**src/rtl/command_issuer.sv**
```systemverilog
// command_issuer
//   Picks the read or write pool head, then issues the PRE/ACT/RD/WR commands
//   for it to the DRAM interface. It tracks the open row of each bank, and it
//   enforces tRP, tRCD and read/write turnaround with one shared down-counter.
//
//   Optional feature (macro STARVATION_GUARD_EN): each direction has a skip
//   counter. A direction that has lost MAX_SKIP selections while valid wins
//   the next selection unconditionally.
//
// Ports
//   clk, rst                      clock, synchronous active-high reset
//   read_valid / write_valid      pool non-empty flags
//   read_row / write_row    [2:0] head-of-pool row
//   read_bank / write_bank  [1:0] head-of-pool bank
//   read_priority / write_priority [1:0] class from timing_control (lower wins)
//   read_pop / write_pop          one-cycle dequeue pulse, asserted in the access cycle
//   read_issued / write_issued    one-cycle pulse, same cycle as the RD/WR command
//   last_row [2:0], last_bank [1:0]  address of the most recent RD/WR
//   cmd [2:0]                     0 NOP, 1 ACT, 2 RD, 3 WR, 4 PRE
//   cmd_row [2:0], cmd_bank [1:0] command address (0 when unused)
//   busy                          high whenever the FSM is not idle
module command_issuer #(
  parameter int unsigned T_RP     = 3,
  parameter int unsigned T_RCD    = 3,
  parameter int unsigned T_TURN   = 2,
  parameter int unsigned MAX_SKIP = 4
) (
  input  logic       clk,
  input  logic       rst,
  input  logic       read_valid,
  input  logic       write_valid,
  input  logic [2:0] read_row,
  input  logic [2:0] write_row,
  input  logic [1:0] read_bank,
  input  logic [1:0] write_bank,
  input  logic [1:0] read_priority,
  input  logic [1:0] write_priority,
  output logic       read_pop,
  output logic       write_pop,
  output logic       read_issued,
  output logic       write_issued,
  output logic [2:0] last_row,
  output logic [1:0] last_bank,
  output logic [2:0] cmd,
  output logic [2:0] cmd_row,
  output logic [1:0] cmd_bank,
  output logic       busy
);

  typedef enum logic [2:0] {
    S_IDLE,
    S_PRE,
    S_PRE_WAIT,
    S_ACT,
    S_ACT_WAIT,
    S_TURN_WAIT,
    S_ACCESS
  } state_t;

  localparam logic [2:0] CMD_NOP = 3'd0;
  localparam logic [2:0] CMD_ACT = 3'd1;
  localparam logic [2:0] CMD_RD  = 3'd2;
  localparam logic [2:0] CMD_WR  = 3'd3;
  localparam logic [2:0] CMD_PRE = 3'd4;

  // Timing values must be at least 1, and the skip limit must fit in 3 bits.
  if (T_RP < 1 || T_RCD < 1 || T_TURN < 1 || MAX_SKIP < 1 || MAX_SKIP > 7) begin : g_param_check
    $error("command_issuer: illegal parameter value");
  end

  state_t     state, state_next;
  logic [7:0] cnt, cnt_next;

  logic [2:0] req_row;
  logic [1:0] req_bank;
  logic       req_rd;       // 1 = read, 0 = write
  logic       last_we;      // direction of the last access, same encoding as req_rd

  logic [3:0] bank_open;
  logic [2:0] open_row [4];

  logic       any_valid;
  logic       sel_rd;
  logic [2:0] sel_row;
  logic [1:0] sel_bank;

`ifdef STARVATION_GUARD_EN
  localparam logic [2:0] SKIP_LIMIT = 3'(MAX_SKIP);
  logic [2:0] rd_skip, wr_skip;
`endif

  // Direction selection. This result is only used while the FSM is in IDLE.
  always_comb begin
    any_valid = read_valid | write_valid;
    sel_rd    = 1'b0;
    if (read_valid && !write_valid) begin
      sel_rd = 1'b1;
    end else if (read_valid && write_valid) begin
`ifdef STARVATION_GUARD_EN
      if (rd_skip >= SKIP_LIMIT) sel_rd = 1'b1;
      else if (wr_skip >= SKIP_LIMIT) sel_rd = 1'b0;
      else
`endif
      if (read_priority < write_priority) sel_rd = 1'b1;
      else if (read_priority == write_priority) sel_rd = last_we;
    end
    sel_row  = sel_rd ? read_row  : write_row;
    sel_bank = sel_rd ? read_bank : write_bank;
  end

  // Next state, counter load/decrement, Moore output decode.
  always_comb begin
    state_next   = state;
    cnt_next     = cnt;
    cmd          = CMD_NOP;
    cmd_row      = '0;
    cmd_bank     = '0;
    read_pop     = 1'b0;
    write_pop    = 1'b0;
    read_issued  = 1'b0;
    write_issued = 1'b0;
    busy         = (state != S_IDLE);

    case (state)
      S_IDLE: begin
        if (any_valid) begin
          if (bank_open[sel_bank]) begin
            if (open_row[sel_bank] == sel_row) begin
              if (sel_rd == last_we) begin
                state_next = S_ACCESS;
              end else begin
                state_next = S_TURN_WAIT;
                cnt_next   = 8'(T_TURN);
              end
            end else begin
              state_next = S_PRE;
            end
          end else begin
            state_next = S_ACT;
          end
        end
      end
      S_PRE: begin
        cmd        = CMD_PRE;
        cmd_bank   = req_bank;
        state_next = S_PRE_WAIT;
        cnt_next   = 8'(T_RP);
      end
      S_PRE_WAIT: begin
        cnt_next = cnt - 8'd1;
        if (cnt <= 8'd1) state_next = S_ACT;
      end
      S_ACT: begin
        cmd        = CMD_ACT;
        cmd_row    = req_row;
        cmd_bank   = req_bank;
        state_next = S_ACT_WAIT;
        cnt_next   = 8'(T_RCD);
      end
      S_ACT_WAIT: begin
        cnt_next = cnt - 8'd1;
        if (cnt <= 8'd1) begin
          if (req_rd != last_we) begin
            state_next = S_TURN_WAIT;
            cnt_next   = 8'(T_TURN);
          end else begin
            state_next = S_ACCESS;
          end
        end
      end
      S_TURN_WAIT: begin
        cnt_next = cnt - 8'd1;
        if (cnt <= 8'd1) state_next = S_ACCESS;
      end
      S_ACCESS: begin
        cmd          = req_rd ? CMD_RD : CMD_WR;
        cmd_row      = req_row;
        cmd_bank     = req_bank;
        read_pop     = req_rd;
        write_pop    = ~req_rd;
        read_issued  = req_rd;
        write_issued = ~req_rd;
        state_next   = S_IDLE;
      end
      default: state_next = S_IDLE;
    endcase
  end

  always_ff @(posedge clk) begin
    if (rst) begin
      state     <= S_IDLE;
      cnt       <= '0;
      req_row   <= '0;
      req_bank  <= '0;
      req_rd    <= 1'b0;
      last_we   <= 1'b0;
      last_row  <= '0;
      last_bank <= '0;
      bank_open <= '0;
      for (int unsigned i = 0; i < 4; i++) open_row[i] <= '0;
`ifdef STARVATION_GUARD_EN
      rd_skip   <= '0;
      wr_skip   <= '0;
`endif
    end else begin
      state <= state_next;
      cnt   <= cnt_next;

      if (state == S_IDLE && any_valid) begin
        req_row  <= sel_row;
        req_bank <= sel_bank;
        req_rd   <= sel_rd;
`ifdef STARVATION_GUARD_EN
        if (sel_rd)           rd_skip <= '0;
        else if (read_valid)  rd_skip <= rd_skip + 3'd1;
        if (!sel_rd)          wr_skip <= '0;
        else if (write_valid) wr_skip <= wr_skip + 3'd1;
`endif
      end

      if (state == S_PRE) bank_open[req_bank] <= 1'b0;

      if (state == S_ACT) begin
        bank_open[req_bank] <= 1'b1;
        open_row[req_bank]  <= req_row;
      end

      if (state == S_ACCESS) begin
        last_row  <= req_row;
        last_bank <= req_bank;
        last_we   <= req_rd;
      end
    end
  end

endmodule
```
**config.mk**
```make
export PLATFORM = sky130hd
export DESIGN_NAME = command_issuer
export DESIGN_NICKNAME = d
export VERILOG_FILES = /design/src/rtl/command_issuer.sv
export SDC_FILE = /design/constraint.sdc
export NUM_CORES = 1
export LEC_CHECK = 0
export CAP_MARGIN = 40
export CORE_MARGIN = 2
export CORE_UTILIZATION = 48
export DETAILED_ROUTE_END_ITERATION = 8
export HOLD_SLACK_MARGIN = 0.1
export PLACE_DENSITY = 0.75
export RECOVER_POWER = 50
export SYNTH_ARGS = -nofsm -noshare
export SYNTH_HDL_FRONTEND = slang
export SYNTH_SLANG_ARGS = --single-unit
```
**constraint.sdc**
```tcl
create_clock -name clk -period 3.2 [get_ports clk]
set_clock_uncertainty 0.2 [all_clocks]
set_input_delay 0.8 -clock clk [delete_from_list [all_inputs] [get_ports clk]]
set_output_delay 0.8 -clock clk [all_outputs]
set_load 0.05 [all_outputs]
```
==> impl_metrics.yaml, run 1 <==
clock_network:
  ctsHtreeMaxLevel: 2
  clk_latency_ns: 0.29
  cts_buffers: 5
  clockRootBuffer: "clkbuf_8"
  cts_tree: "yes"
  cts.reportedPaths.clkPinSlew_ns: 0.07
  clock-sinks: 39
  max-clock-path-buffers: 2
yosys:
  ys_ff_latch: 39
  synth.area.top_cells: "dfxtp_1, edfxtp_1, nor2_1, nand2_1, a21oi_1"
  synth_ff_type: "dfxtp_1"
  synth_xor_area_share_pct: 0.757
  synth_async_sr_flop_share_pct: 0
  synth_edf_count: 12
  synth.avg_cell_area_um2: 8.77
  synth_top_family_by_area: "compound AO/OA/AOI/OAI gates"
  yosysUniqueCellTypes: 54
  synthSimpleGateAreaFrac_pct: 20.6
  synth_compound_area_share_pct: 27.0
  synth_top_area_cell: "dfxtp_1"
  synth_top_area_share_pct: 23.4
  syn-instance-count: 264
  synthAdderAreaFrac_pct: 2.16
  yosys-mux-area-fraction_pct: 4.32
  synth_area_mm2: 0.00231
  synth_nets: 286
  synth_warnings: 0
  ys_seq_area_share_pct: 38.9
critical_path:
  critPathBufInv: 4
  required_ns: 3.17
  r2r_slack_ns: 0.65
  criticalPathCategory: "in -> reg"
  r2r_cells: 9
  r2r_start: "cnt[0]"
  r2r_end: "cnt[0]"
  crit_chain: "clkdlybuf4s15_1 > inv_2 > ha_4 > nor2b_4 > o211a_1 > buf_6 > o22a_4 > o211ai_1 > and3_4 > o22ai_4 > o31ai_4 > buf_12 > a311oi_2"
  slowest_delay_ns: 0.27
  worstSetupEndpointType: "flop"
  cp_slowest_cell: "o211ai_1"
  cp_max_fo: 7
  arrival_ns: 3.09
  cp-start-kind: "input pin"
  crit_family: "compound AO/OA/AOI/OAI gates"
sta:
  max_freq_mhz: 320
  setup_tns_ns: 0
  timing.final.ws_setup_ns: 0.0743
  finalMaxSlewViolations: 0
  hold_viol: 0
  finalCritPeriodShare_pct: 97.7
  setup_viol: 0
  tightest_slew_ns: 0.511
  slew_headroom_pct: 65.6
  final.min_clock_period_ns: 3.13
cells_and_area:
  syn2layout_area_growth_pct: 32.1
  multi_input_area_mm2: 0.00133
  n_antenna_cell: 0
  layout_common_cells: "buf_4, nor2_1, nand2_1"
  final_common_cell: "buf_4"
  layout-drive-gt1-share_pct: 24.3
  nets: 346
  fill_cells: 399
  regArea_um2: 901
power_and_ir_drop:
  swShare_pct: 45.7
  vdd_ir_drop_max_v: 0.000554
  power.internal_mw: 1.27
  switchingPower_mw: 1.07
  seqPwrFrac_pct: 33.0
  p_comb_share_pct: 53.1
  power.density_mw_per_mm2: 767
  leakagePower_nw: 1.19
  pwr-share-clk_pct: 13.9
floorplanning:
  rows: 25
  die_y_um: 73.4
  num_io_pins: 36
  start_util_pct: 49.3
  die_x_um: 73.4
  core_area_mm2: 0.00469
  dieArea_mm2: 0.00539
min_path:
  worstHoldPathCells: 2
  worstHoldPathType: "reg -> reg"
  hp-start: "last_bank[1]"
  hold_end: "last_bank[1]"
global_routing:
  grt_overflow: 0
  antenna_found_initial: 0
  grt_pass1_vias: 1958
  grt.total_usage_pct: 22.5
  grt_start_max_net_pins: 25
  grt_pass1_wl_mm: 9.36
place:
  portBuffers: 35
  preCtsSetupSlack_ns: -0.531
  hpwl_mm: 4.30
  routabilityCongestion: 0.847
drt:
  viasPerCell: 5.79
  drtPass1Iterations: 4
  drc: 0
  wl_per_cell_um: 15.2
  ant_nets: 0
  wirelength_mm: 5.77
  vias: 2195
  drt_iter0_markers: 97
run:
  maxCapViolCount: 0
status:
  status: "completed"
## per-stage QoR
| step | util [%] | total power, mW | hold WS [ns] | instance area [µm²] | std cells |
|---|---|---|---|---|---|
| CTS | 64.3 | 2.34 | 0.266 | 3020 | 376 |
| finish | 65.1 | 2.34 | 0.257 | 3060 | 379 |
| global placement | 60.9 | 1.93 | 0.248 | 2860 | 366 |
| floorplan | - | 1.63 | 0.232 | 2320 | 264 |
| global route | 65.1 | 2.51 | 0.278 | 3060 | 379 |
| detailed placement | 60.9 | 1.96 | 0.255 | 2860 | 366 |
## cells by family after synthesis
logic type	count (synthesis)
XOR/XNOR	2
AO/OA/AOI/OAI	79
adder cells (fa/ha/maj)	4
buffers and inverters	33
flip-flops	39
multiplexers	8
AND/OR/NAND/NOR	99
## metal layers
layer / track usage (%) / routed length, µm / share of wire (%) / vias up
met5: 0 / 0 / 0 / -
met4: 7.27 / 76 / 1.3 / 0
met3: 3.98 / 265 / 4.6 / 7
met2: 36.9 / 2870 / 50 / 60
met1: 30.1 / 2560 / 44 / 1046
li1: - / - / - / 1082
## power groups by stage
| stage | clock (mW) | combinational, mW | sequential, mW |
|---|---|---|---|
| floorplan | 0 | 0.912 | 0.717 |
| global placement | 0 | 1.15 | 0.777 |
| detailed placement | 0 | 1.18 | 0.782 |
| CTS | 0.332 | 1.23 | 0.771 |
| global route | 0.352 | 1.37 | 0.790 |
| finish | 0.325 | 1.24 | 0.774 |
## Yosys cell counts, types with 2 or more instances
master / count
nor3_1: 11
o221ai_1: 6
and2_1: 2
nand2_1: 29
o211ai_1: 7
and3_1: 2
nand2b_1: 5
a21oi_1: 19
dfxtp_1: 27
inv_1: 19
o22ai_1: 2
a311oi_2: 5
a211oi_1: 4
a22o_1: 2
a31oi_1: 3
mux2_2: 2
mux2i_1: 4
buf_4: 2
o21ai_0: 9
o22a_4: 2
nor2b_1: 3
o31ai_1: 5
o211a_1: 4
o21ai_2: 2
nand3_1: 3
edfxtp_1: 12
nor2_1: 31
nor4_1: 5
clkbuf_1: 8
a21oi_2: 2
ha_1: 4
## registers in the layout, indices dropped and copies added, names as in the netlist, 2 cells and up
name,cells
req_bank,2
last_bank,2
req_row,3
cnt,8
bank_open,4
state,3
open_row,12
last_row,3
## timing repair
item,CTS,global route
buffers inserted,3,3
pin swaps,7,13
endpoints found under the hold margin,0,0
hold buffers,0,0
endpoints found under the setup margin,11,9
resized for setup,15,6
## cell type report
type,instances,share of cell area (%)
multi-input combinational,192,43.6
sequential,39,29.5
timing repair buffer,66,19.6
clock buffer,7,2.50
inverter,20,2.46
tap,54,2.21
clock inverter,1,0.164
## how the worst max path moves through the flow
stage                                  from       end  slack [ns]  cells past startpoint
after floorplan           write_priority[1]    cnt[2]        0.02                     11
after global placement    write_priority[1]    cnt[5]       -0.47                     12
after detailed placement  write_priority[1]  state[1]       -0.53                     13
after CTS                  read_priority[1]    cnt[6]        0.04                     12
after global routing      write_priority[0]    cnt[3]       -0.02                     13
final                     write_priority[1]    cnt[3]        0.07                     13
## worst min-delay path: stages (launching register included)
cell and delay, ns:
dfxtp_1 0.31, nand2_1 0.05, a21oi_1 0.05
No activity file was read; power rests on OpenSTA's default activity.
==> run 2, diff against run 1 <==
--- a/config.mk
+++ b/config.mk
@@ -8,10 +8,12 @@
 export CAP_MARGIN = 40
 export CORE_MARGIN = 2
 export CORE_UTILIZATION = 48
+export CTS_CLUSTER_SIZE = 20
 export DETAILED_ROUTE_END_ITERATION = 8
 export HOLD_SLACK_MARGIN = 0.1
 export PLACE_DENSITY = 0.75
 export RECOVER_POWER = 50
+export SLEW_MARGIN = 20
 export SYNTH_ARGS = -nofsm -noshare
 export SYNTH_HDL_FRONTEND = slang
 export SYNTH_SLANG_ARGS = --single-unit
==> results of run 2 <==
No change in the layout: final DEF, timing and power equal those of run 1.
==> run 3, diff against run 2 <==
--- a/config.mk
+++ b/config.mk
@@ -10,8 +10,8 @@
 export CORE_UTILIZATION = 48
 export CTS_CLUSTER_SIZE = 20
 export DETAILED_ROUTE_END_ITERATION = 8
-export HOLD_SLACK_MARGIN = 0.1
-export PLACE_DENSITY = 0.75
+export HOLD_SLACK_MARGIN = 0.05
+export PLACE_DENSITY = 0.76
 export RECOVER_POWER = 50
 export SLEW_MARGIN = 20
 export SYNTH_ARGS = -nofsm -noshare
==> run 3 against run 2 <==
First-iteration DRC count grew 30%. Register-to-register slack lost 0.03 ns. Power rose by 3.0%. Largest cell class unchanged. Highest routed layer unchanged. Final area is 0.74% higher. Via count fell by 2.3%. Flip-flop and latch count stayed put. Worst hold slack improved by 0.0040 ns. Count of clock-buffer cells in the layout is 2 lower. Critical path type unchanged.
==> impl_metrics.yaml, run 3 (synthesis results as in run 1) <==
global_routing:
  top_usage_layer: "met2"
  grt_overflow: 0
  grt_start_max_net_pins: 25
  grt.total_usage_pct: 22.0
  antenna_found_initial: 0
  grt_pass1_wl_mm: 9.25
  grtUsageMet3_pct: 4.53
  met1_usage_pct: 28.1
  grt_util_met2_pct: 37.5
  grt_pass1_vias: 2023
floorplanning:
  start_util_pct: 49.3
  die_y_um: 73.4
  rows: 25
  core_area_mm2: 0.00469
  num_io_pins: 36
  die_x_um: 73.4
  dieArea_mm2: 0.00539
drt:
  drtPass1Iterations: 4
  ant_nets: 0
  drt_iter0_markers: 126
  wirelength_mm: 5.47
  viasPerCell: 5.72
  wl_per_cell_um: 14.6
  drc: 0
  vias: 2145
clock_network:
  max-clock-path-buffers: 2
  cts_buffers: 5
  ctsHtreeMaxLevel: 2
  cts_tree: "yes"
  clock-sinks: 39
  cts_hold_buf: 0
  cts.reportedPaths.clkPinSlew_ns: 0.08
  clockRootBuffer: "clkbuf_8"
  clk_latency_ns: 0.30
cells_and_area:
  syn2layout_area_growth_pct: 33.0
  layout_common_cells: "nor2_1, buf_4, nand2_1"
  final_util_pct: 65.6
  largest_reg_flops: 12
  layoutNonFillerInstCount: 375
  largest_registers: "open_row: 12 flops, cnt: 8 flops, bank_open: 4 flops"
  fin_area_mm2: 0.00308
  n_antenna_cell: 0
  regMostFlops: "open_row"
  layout-drive-gt1-share_pct: 24.0
  nets: 342
place:
  portBuffers: 35
  routabilityCongestion: 0.899
  place_area_mm2: 0.00284
  preCtsSetupSlack_ns: -0.520
  dp_cells: 363
  hpwl_mm: 4.01
sta:
  max_freq_mhz: 326
  finalCritPeriodShare_pct: 95.8
  final.min_clock_period_ns: 3.06
  setup_tns_ns: 0
  timing.final.ws_setup_ns: 0.135
  tightest_slew_ns: 0.489
  slew_headroom_pct: 67.0
  setup_viol: 0
  grt_setup_unrepaired: "no"
  finalMaxSlewViolations: 0
  hold_viol: 0
  hold_ws_ns: 0.261
critical_path:
  critPathBufInv: 3
  slowest_delay_ns: 0.55
  cp_slowest_cell: "mux4_2"
  required_ns: 3.22
  crit_family: "compound AO/OA/AOI/OAI gates"
  crit_chain: "dlygate4sd2_1 > ha_4 > buf_4 > nand3_4 > a21boi_4 > o22a_4 > mux4_2 > o21ai_2 > o31ai_4 > buf_12 > a311oi_2"
  criticalPathCategory: "in -> reg"
  worstSetupEndpointType: "flop"
  arrival_ns: 3.08
  cp-start-kind: "input pin"
  cp_max_fo: 7
power_and_ir_drop:
  vdd_ir_drop_max_v: 0.000565
  finalPower_mw: 2.41
  power.density_mw_per_mm2: 784
  leakagePower_nw: 1.20
run:
  maxCapViolCount: 0
min_path:
  worstHoldPathType: "reg -> reg"
status:
  status: "completed"
-- run 3: layout make-up --
cell class	count	area [µm²]
Clock buffer	5	68.8
Inverter	20	75.1
Fill cell	392	1610
Timing Repair Buffer	62	569
Tap cell	54	67.6
Clock inverter	3	42.5
Multi-Input combinational cell	192	1360
Sequential cell	39	901
-- run 3: power breakdown --
group	internal [mW]	total, mW	switching, mW
clock	0.232	0.413	0.181
sequential	0.623	0.769	0.146
combinational	0.492	1.23	0.740
total	1.35	2.41	1.07
-- run 3: tightest hold or removal path, stage by stage, from the launching register on --
cell and delay [ns]:
dfxtp_1 0.32, nand2_1 0.05, a21oi_1 0.05
-- run 3: routing by layer --
metal | routed length [µm] | up-vias
li1 | - | 1072
met1 | 2460 | 1019
met2 | 2690 | 49
met3 | 277 | 5
met4 | 47 | 0
met5 | 0 | -
-- run 3: final timing paths --
check,start,endpoint,slack [ns],cells after the start
hold / removal,last_bank[1],last_bank[1],0.26,2
setup / recovery,read_priority[1],cnt[4],0.14,11
hold reg to reg,last_bank[1],last_bank[1],0.26,2
setup reg to reg,cnt[0],cnt[0],0.62,9
-- run 3: timing repair --
item,4_1_cts,5_1_grt
pin swaps,9,12
endpoints found under the setup margin,11,10
resized for setup,19,4
setup buffers,4,1
